File: src/rtl/alu_pkg.sv
// alu_pkg: shared definitions for the alu_mc execute stage.
//   - WIDTH_DEFAULT / CTRL_W_DEFAULT: default datapath and control-code widths
//   - ALU_* : ALU control code encodings
//   - state_t : alu_mc FSM state encoding
package alu_pkg;

   localparam int WIDTH_DEFAULT  = 32;
   localparam int CTRL_W_DEFAULT = 4;

   localparam logic [3:0] ALU_AND   = 4'b0000;
   localparam logic [3:0] ALU_OR    = 4'b0001;
   localparam logic [3:0] ALU_ADD   = 4'b0010;
   localparam logic [3:0] ALU_XOR   = 4'b0011;
   localparam logic [3:0] ALU_ADDU  = 4'b0100;
   localparam logic [3:0] ALU_SUBU  = 4'b0101;
   localparam logic [3:0] ALU_SUB   = 4'b0110;
   localparam logic [3:0] ALU_SLT   = 4'b0111;
   localparam logic [3:0] ALU_MULT  = 4'b1000;
   localparam logic [3:0] ALU_MULTU = 4'b1001;
   localparam logic [3:0] ALU_LUI   = 4'b1010;
   localparam logic [3:0] ALU_BREAK = 4'b1111;

   typedef enum logic [1:0] {
      ST_IDLE = 2'd0,
      ST_MUL  = 2'd1,
      ST_DONE = 2'd2
   } state_t;

endpackage

File: src/rtl/mul_iter.sv
// mul_iter: iterative unsigned shift-add multiplier, one iteration per clock.
// Ports:
//   clk, rst_n      clock / async active-low reset
//   start           load operands and begin WIDTH iterations
//   mcand, mplier   unsigned operands (sampled on start)
//   done            high during the cycle whose edge performs the final iteration
//   product         2*WIDTH-bit product register (final one cycle after done)
module mul_iter
   import alu_pkg::*;
#(
   parameter int WIDTH = WIDTH_DEFAULT
) (
   input  logic                 clk,
   input  logic                 rst_n,
   input  logic                 start,
   input  logic [WIDTH-1:0]     mcand,
   input  logic [WIDTH-1:0]     mplier,
   output logic                 done,
   output logic [2*WIDTH-1:0]   product
);

   localparam int CNT_W = $clog2(WIDTH);

   logic [CNT_W-1:0] iter;
   logic [WIDTH-1:0] mcand_q;
   logic [WIDTH:0]   partial;
   logic             busy;

   // Multiplier sits in the low half and shifts out as the upper half accumulates;
   // the extra partial bit keeps the carry of each add.
   assign partial = {1'b0, product[2*WIDTH-1:WIDTH]} + (product[0] ? {1'b0, mcand_q} : '0);
   assign done    = busy && (iter == CNT_W'(WIDTH-1));

   always_ff @(posedge clk or negedge rst_n) begin
      if (!rst_n) begin
         product <= '0;
         mcand_q <= '0;
         iter    <= '0;
         busy    <= 1'b0;
      end else if (start) begin
         product <= {{WIDTH{1'b0}}, mplier};
         mcand_q <= mcand;
         iter    <= '0;
         busy    <= 1'b1;
      end else if (busy) begin
         product <= {partial, product[WIDTH-1:1]};
         iter    <= iter + CNT_W'(1);
         if (done) busy <= 1'b0;
      end
   end

endmodule

File: src/rtl/alu_mc.sv
// alu_mc: MIPS execute stage. Single-cycle logic/arith ops plus iterative
// MULT/MULTU with a valid/ready handshake toward issue.
// Ports:
//   clk, rst_n           clock / async active-low reset
//   valid_in, control    op request (accepted when valid_in && ready) and ALU code
//   a, b                 operands
//   ready                can accept a new op
//   valid_out            one-cycle pulse when result/flags update
//   result, zero, overflow   registered result and flags
//   hi, lo               multiply result registers
//   halt                 sticky BREAK indication
//
// state   | meaning
// IDLE    | accepting ops; non-multiply ops complete on the accept edge
// MUL     | shift-add iterations running, ready low
// DONE    | apply sign, load hi/lo/result, pulse valid_out
module alu_mc
   import alu_pkg::*;
#(
   parameter int WIDTH  = WIDTH_DEFAULT,
   parameter int CTRL_W = CTRL_W_DEFAULT
) (
   input  logic              clk,
   input  logic              rst_n,
   input  logic              valid_in,
   input  logic [CTRL_W-1:0] control,
   input  logic [WIDTH-1:0]  a,
   input  logic [WIDTH-1:0]  b,
   output logic              ready,
   output logic              valid_out,
   output logic [WIDTH-1:0]  result,
   output logic              zero,
   output logic              overflow,
   output logic [WIDTH-1:0]  hi,
   output logic [WIDTH-1:0]  lo,
   output logic              halt
);

   localparam int P_W = 2*WIDTH;

   state_t            state, state_nxt;
   logic              accept, is_mul, mul_start, mul_done, neg;
   logic [WIDTH-1:0]  sum_ab, diff_ab, alu_res, mag_a, mag_b;
   logic              alu_ovf;
   logic [P_W-1:0]    product, prod_fin;

   assign accept  = valid_in && ready;
   assign is_mul  = (control == ALU_MULT) || (control == ALU_MULTU);
   assign sum_ab  = a + b;
   assign diff_ab = a - b;

   // Magnitudes are taken as unsigned, so -2^(WIDTH-1) maps to 2^(WIDTH-1) without loss.
   assign mag_a    = (control == ALU_MULT && a[WIDTH-1]) ? (~a + WIDTH'(1)) : a;
   assign mag_b    = (control == ALU_MULT && b[WIDTH-1]) ? (~b + WIDTH'(1)) : b;
   assign prod_fin = neg ? (~product + P_W'(1)) : product;

   always_comb begin
      alu_res = '0;
      alu_ovf = 1'b0;
      case (control)
         ALU_AND:  alu_res = a & b;
         ALU_OR:   alu_res = a | b;
         ALU_XOR:  alu_res = a ^ b;
         ALU_ADD: begin
            alu_res = sum_ab;
            alu_ovf = (a[WIDTH-1] == b[WIDTH-1]) && (sum_ab[WIDTH-1] != a[WIDTH-1]);
         end
         ALU_ADDU: alu_res = sum_ab;
         ALU_SUBU: alu_res = diff_ab;
         ALU_SUB: begin
            alu_res = diff_ab;
            alu_ovf = (a[WIDTH-1] != b[WIDTH-1]) && (diff_ab[WIDTH-1] != a[WIDTH-1]);
         end
         ALU_SLT:  alu_res = {{(WIDTH-1){1'b0}}, ($signed(a) < $signed(b))};
         ALU_LUI:  alu_res = {b[WIDTH/2-1:0], {(WIDTH/2){1'b0}}};
         default:  alu_res = '0;
      endcase
   end

   always_ff @(posedge clk or negedge rst_n) begin
      if (!rst_n) state <= ST_IDLE;
      else        state <= state_nxt;
   end

   always_comb begin
      state_nxt = state;
      mul_start = 1'b0;
      ready     = 1'b0;
      case (state)
         ST_IDLE: begin
            ready = 1'b1;
            if (valid_in && is_mul) begin
               mul_start = 1'b1;
               state_nxt = ST_MUL;
            end
         end
         ST_MUL:  if (mul_done) state_nxt = ST_DONE;
         ST_DONE: state_nxt = ST_IDLE;
         default: state_nxt = ST_IDLE;
      endcase
   end

   always_ff @(posedge clk or negedge rst_n) begin
      if (!rst_n) begin
         valid_out <= 1'b0;
         result    <= '0;
         zero      <= 1'b0;
         overflow  <= 1'b0;
         hi        <= '0;
         lo        <= '0;
         halt      <= 1'b0;
         neg       <= 1'b0;
      end else begin
         valid_out <= 1'b0;
         if (accept && !is_mul) begin
            result    <= alu_res;
            zero      <= (alu_res == '0);
            overflow  <= alu_ovf;
            valid_out <= 1'b1;
            if (control == ALU_BREAK) halt <= 1'b1;
         end
         if (accept && is_mul)
            neg <= (control == ALU_MULT) && (a[WIDTH-1] ^ b[WIDTH-1]);
         if (state == ST_DONE) begin
            hi        <= prod_fin[P_W-1:WIDTH];
            lo        <= prod_fin[WIDTH-1:0];
            result    <= prod_fin[WIDTH-1:0];
            zero      <= (prod_fin[WIDTH-1:0] == '0);
            overflow  <= 1'b0;
            valid_out <= 1'b1;
         end
      end
   end

   mul_iter #(.WIDTH(WIDTH)) u_mul (
      .clk     (clk),
      .rst_n   (rst_n),
      .start   (mul_start),
      .mcand   (mag_a),
      .mplier  (mag_b),
      .done    (mul_done),
      .product (product)
   );

endmodule

File: config.mk
export PLATFORM = sky130hd
export DESIGN_NAME = alu_mc
export DESIGN_NICKNAME = d
export VERILOG_FILES = /design/src/rtl/alu_pkg.sv /design/src/rtl/mul_iter.sv /design/src/rtl/alu_mc.sv
export SDC_FILE = /design/constraint.sdc
export NUM_CORES = 1
export LEC_CHECK = 0
export ABC_AREA = 1
export CORE_ASPECT_RATIO = 1.2
export CORE_MARGIN = 2
export CORE_UTILIZATION = 40
export DETAILED_ROUTE_END_ITERATION = 8
export GPL_TIMING_DRIVEN = 0
export PLACE_DENSITY_LB_ADDON = 0.12
export SYNTH_ARGS = -nofsm -noshare
export SYNTH_HDL_FRONTEND = slang
export SYNTH_SLANG_ARGS = --single-unit
File: constraint.sdc
create_clock -name clk -period 3.4 [get_ports clk]
set_clock_uncertainty 0.2 [all_clocks]
set_input_delay 1.02 -clock clk [delete_from_list [all_inputs] [get_ports clk]]
set_output_delay 1.02 -clock clk [all_outputs]
set_load 0.02 [all_outputs]
* After elaboration in Yosys (flattened, before gate mapping)
Index checks and enable logic that the tools add are counted.
Word-level totals: bits of input ports 71, flip-flop bits (word level) 205, bits in latches 0, logic and storage cells 97, RAM bits 0, memories 0, memory bits (read-only) 0, output and inout bits 101
Operators by class: $lt $le $gt $ge 1, reductions and logical operators 22, muxes and demuxes 27, add/subtract/negate cells 7, divide/modulo/power cells 0, bitwise operators 7, shift-type cells 0, equal/unequal tests 20, $mul 0
Operators with widths (number):
- $pmux 32 s7 | 1
- $mux 64 | 3
- $mux 32 | 5
- $add 32x1->32 const B | 2
- $add 64x1->64 const B | 1
- $logic_not 32->1 | 2
- $not 32->32 | 2
- $not 64->64 | 1
- $add 32x33->33 | 1
- $add 32x32->32 | 1
- $and 32x32->32 | 1
- $lt 32x32->1 | 1
- $or 32x32->32 | 1
- $sub 32x32->32 | 1
- $xor 32x32->32 | 1
- $eq 4x3->1 const B | 4
- $eq 4x4->1 const B | 4
- $mux 1 | 12
- $logic_and 1x1->1 | 10
- $mux 5 | 2
- $eq 4x2->1 const B | 2
- $add 5x1->5 const B | 1
- $eq 5x5->1 const B | 1
- $eq 4x1->1 const B | 1
- other kinds (16) | 23

* Logic depth before layout (Yosys ltp)
depth in word-level cells 6, mapped depth 22, depth with buffers taken out 21

* Cells and area by module
A second synthesis with hierarchy kept.
Unflattened totals: cell total of the unflattened synthesis 3467, area total of the unflattened synthesis 21272.9 µm²
Modules (own cells, without submodules):
- alu_mc | instances 1, cells each 2469, area each 14615.3 µm², seq. area each 2577.5 µm²
- mul_iter | instances 1, cells each 998, area each 6657.6 µm², seq. area each 2552.4 µm²

* Worst setup path before layout
OpenSTA, ideal clock, no wires.
path kind input port to flip-flop, start point input a[0], end point register zero, arrival time 2891 ps, slack 232 ps, stages on the path 20, setup time 77 ps, path buffers 0, required time 3123 ps, cells stage by stage ha_1 -> inv_1 -> fa_1 -> inv_1 -> nand2_1 -> nand2_1 -> nand3_1 -> nand2_1 -> nand2_1 -> nand2_1 -> nand3_1 -> nand2_1 -> nand2_1 -> nand3_1 -> nand2_1 -> nor2_1 -> nand2_1 -> nor2_1 -> nand3_1 -> a21oi_1
Between the ends: cells in the longest elaborated chain, start to end 5, elaborated cells between the ends (all ways) 10, those cells by class add/sub (2); order compare (1); mux (3); bitwise (3); reduce/logical (1)
Ends and longest elaborated chain:
- start, declared | line alu_mc.sv:27 | input logic [WIDTH-1:0] a,
- $sub 32x32->32, or another cell as far along | line alu_mc.sv:50 | assign diff_ab = a - b;
- $pmux 32 s7 * | line alu_mc.sv:60 | case (control)
- $logic_not 32->1 * | line alu_mc.sv:117 | zero <= (alu_res == '0);
- $mux 1 * | line alu_mc.sv:115 | if (accept && !is_mul) begin
- $mux 1 * | line alu_mc.sv:124 | if (state == ST_DONE) begin
- end signal, assigned | line alu_mc.sv:117
- end signal, assigned | line alu_mc.sv:128 | zero <= (prod_fin[WIDTH-1:0] == '0);
- end, declared | line alu_mc.sv:32 | output logic zero,
Mark *: on every way between the ends. The rest lies on a longest branch, timed or not. The select of a mux whose other input is x is not followed. A chain may end at the register's enable or synchronous reset.

* Final worst setup path
start point input control[2], end point register zero
Between the ends: cells in the longest elaborated chain, start to end 6, elaborated cells between the ends (all ways) 21, those cells by class eq/ne (10); mux (3); reduce/logical (8)
Ends and longest elaborated chain:
- start, declared | line alu_mc.sv:26 | input logic [CTRL_W-1:0] control,
- $eq 4x3->1 / $eq 4x2->1 (equally long branches) | line alu_mc.sv:60
- $reduce_or 2->1 (no line)
- $pmux 32 s7 | line alu_mc.sv:60
- $logic_not 32->1 | line alu_mc.sv:117
- $mux 1 | line alu_mc.sv:115
- $mux 1 | line alu_mc.sv:124
Several ways; a longest one is shown, not always the timed one. The select of a mux whose other input is x is not followed.

==> run_results.csv <==
group,metric,value,unit
synth,synth-edff-count,0,
synth,synth_cells,3100,
synth,synth_warnings,0,
setup_path,cp_max_fo,10,
timing,whs,0.191,ns
global_route,grt_pass1_vias,21700,
setup_path,cp_slowest_stage_delay,0.64,ns
detailed_routing,drt_pass1_iterations,6,
setup_path,startpoint,"control[2]",
synth,ys_ff_latch,205,
setup_path,crit_required,3.62,ns
place,place_congestion,1.05,
timing,slew_viol_final,0,
pwr,peakVddDrop,382,uV
clock_network,clkTransAtPathRegs,0.07,ns
floorplanning,die_area,0.0509,mm2
clock_network,clock_sinks,205,
floorplanning,core,0.0483,mm2
cells_and_area,n_fill_cell,5093,
pwr,power_density,518,mW/mm2
global_route,antenna_found_initial,0,
synth,mappedNetlistArea,0.0196,mm2
setup_path,path_class,"in -> reg",
setup_path,r2r-start,"u_mul.product[0]",
cells_and_area,final_core_util,49.4,%
setup_path,crit_chain,"clkdlybuf4s50_1 > inv_1 > nor2_1 > inv_1 > a21oi_1 > clkbuf_1 > nand3_1 > nand3_4 > nor2_1 > nand2_1 > nor2_1 > nand2_1 > nor2_1 > nand3_2 > a21oi_2",
cells_and_area,syn_to_final_growth,21.7,%
floorplanning,ios,172,
place,place_hpwl,77.6,mm
setup_path,cp_common_cell,"nor2_1",
global_route,grt_max_degree,83,
synth,ys_top_cells_by_area,"dfrtp_1, nand2_1, ha_1",
cells_and_area,drive_gt1_share,14.1,%
synth,synth_flop_cell,"dfrtp_1",
floorplanning,dieWidth,206,um
clock_network,clock_path_buffers,3,
detailed_routing,drc,0,
floorplanning,die_h,247,um
synth,ys_async_sr_fraction,100,%
cells_and_area,final_common_cell,"nand2_1",
timing,rsz0062_at_grt,"true",
clock_network,root_buffer,"clkbuf_16",
setup_path,cp-end-kind,"flip-flop",
setup_path,start_kind,"input pin",
detailed_routing,num_vias,22200,
setup_path,worstPathArrival,3.59,ns
place,io_buffer_count,171,
clock_network,clk-insertion-delay-late,0.54,ns
detailed_routing,avgViaCountPerCell,5.58,
global_route,grt_overflow_total,0,
global_route,track_usage,36.8,%
min_path,hp-class,"in -> async",
detailed_routing,wl_per_cell,23.6,um
global_route,grt_pass1_wl,137,mm
clock_network,h-tree-depth,1,
timing,tightestPinTransition,0.843,ns
floorplanning,start_util,40.6,%
outcome,outcome,"complete, no violations",
cells_and_area,final_cell_mix,"nand2_1, inv_1, nand3_1",
pwr,p_leak,12.4,nW
timing,finalCriticalPeriod,3.36,ns
detailed_routing,ant_nets,0,
cells_and_area,final_nets,3544,
flow_run,max-cap-violations,0,
synth,yosysSeqAreaShare,26.1,%
timing,max_freq,0.297,GHz
synth,synth_cell_types,55,
detailed_routing,dr.first_iter.drc_count,1920,
synth,synth_top_cell_by_area,"dfrtp_1",
detailed_routing,totalWireLength,94.0,mm
synth,synth_top_area_share,26.1,%
setup_path,slowest_stage,"clkbuf_1",
synth,synthesis.nets,3315,
timing,finalSetupViolCount,0,
clock_network,tritoncts,"done",
timing,slew_headroom,43.2,%
clock_network,cts_buffers,22,
timing,period_share,99.0,%
floorplanning,rows,88,
cells_and_area,insertedDiodeCount,0,
synth,avgSynthCellArea,6.33,um2
timing,hold_viol_final,0,
[state kept, by name (all words and copies together) (netlist names)]
name	count
hi	32
u_mul.busy	1
zero	1
u_mul.product	64
state	2
overflow	1
lo	32
result	32
neg	1
u_mul.iter	5
valid_out	1
u_mul.mcand_q	32
halt	1
[cell families after synthesis]
logic type                 Yosys count  share of synthesized area (%)
and+or+nand+nor                   1630                           35.2
buffers and inverters              570                           11.6
AOI/OAI and AO/OA                  471                           14.2
DFF                                205                           26.1
adders and majority gates          144                           9.29
xor gates and xnor gates            80                           3.57
[worst max-delay path, delay by kind of cell]
family,cells,cell delay (ns)
AO/OA/AOI/OAI,2,0.22
buffers and inverters,4,1.37
AND/OR/NAND/NOR,9,1.00
[through the flow]
step	cells	power (mW)	setup TNS (ns)	setup WS (ns)	instance area, um2
2_1_floorplan	3100	7.38	0	0.232	19600
3_3_place_gp	3901	9.43	-1608.58	-7.47	22100
3_5_place_dp	3903	9.50	-87.06	-1.98	22200
4_1_cts	3958	12.1	-0.137	-0.137	23400
5_1_grt	3975	13.2	-0.0937	-0.0937	23900
6_report	3975	12.4	0	0.0353	23900
[report_power, final]
part | internal, mW | total, mW | switching [mW]
Sequential | 2.99 | 3.62 | 0.629
Combinational | 2.06 | 6.21 | 4.15
Clock | 1.46 | 2.54 | 1.08
Total | 6.51 | 12.4 | 5.86
[layer usage]
layer | share of wire, % | vias to the layer above | GRT usage [%]
li1 | - | 10500 | -
met1 | 38 | 10500 | 42.3
met2 | 48 | 915 | 64.1
met3 | 5.4 | 299 | 3.95
met4 | 8.3 | 0 | 24.7
met5 | 0 | - | 0
[Yosys cell counts (3+ instances only)]
cell      number
a21o_1         6
nand3_2        6
a221oi_1      12
o211ai_1      18
a31oi_1       10
buf_4         18
a21oi_1      137
o21ai_1       22
o21ai_2        4
buf_1          3
buf_6          4
xor2_1        76
nand3b_1       4
nand3_1      271
o22ai_1       37
nor4_1        20
nor2_1       288
clkinv_1       3
o21bai_1      11
o31ai_1        5
inv_1        451
clkbuf_1      48
dfrtp_1      205
nand2_1      918
nor3_2         7
nor2_2        23
buf_2         30
o221ai_1      34
nand4_1       36
nor2_4         5
xnor2_1        4
or2_1          3
o21a_1         5
a21oi_2        5
fa_1           3
and2_1         5
nand2_2        8
ha_1         141
a22o_1         3
nor3_1        31
inv_2         12
o21ai_0      153
[path summary, 6_finish.rpt]
| kind | endpoint | slack, ns | cells after the start |
|---|---|---|---|
| setup / recovery | zero | 0.04 | 15 |
| hold / removal | hi[13] | 0.19 | 1 |
| setup reg to reg | u_mul.product[61] | 0.17 | 21 |
| hold reg to reg | halt | 0.27 | 1 |
| max in group asynchronous | result[26] | 2.05 | 2 |
| min in group clk | halt | 0.27 | 1 |
[final cells by class]
| type | count | area (um2) | share of cell area (%) |
|---|---|---|---|
| Clock buffer | 29 | 628 | 2.63 |
| Buffer | 103 | 592 | 2.48 |
| Clock inverter | 11 | 115 | 0.482 |
| Sequential cell | 205 | 5130 | 21.5 |
| Timing Repair Buffer | 205 | 1820 | 7.62 |
| Multi-Input combinational cell | 2325 | 13000 | 54.5 |
| Inverter | 467 | 1800 | 7.51 |
| Tap cell | 630 | 788 | 3.30 |
[what timing repair did]
action,in CTS,in global routing
resized for setup,319,287
hold endpoints to repair,0,0
hold buffers,0,0
endpoints found under the setup margin,72,57
gates cloned,0,0
pin swaps,9,22
setup buffers,15,17
Power figures use the tool's default switching activity.
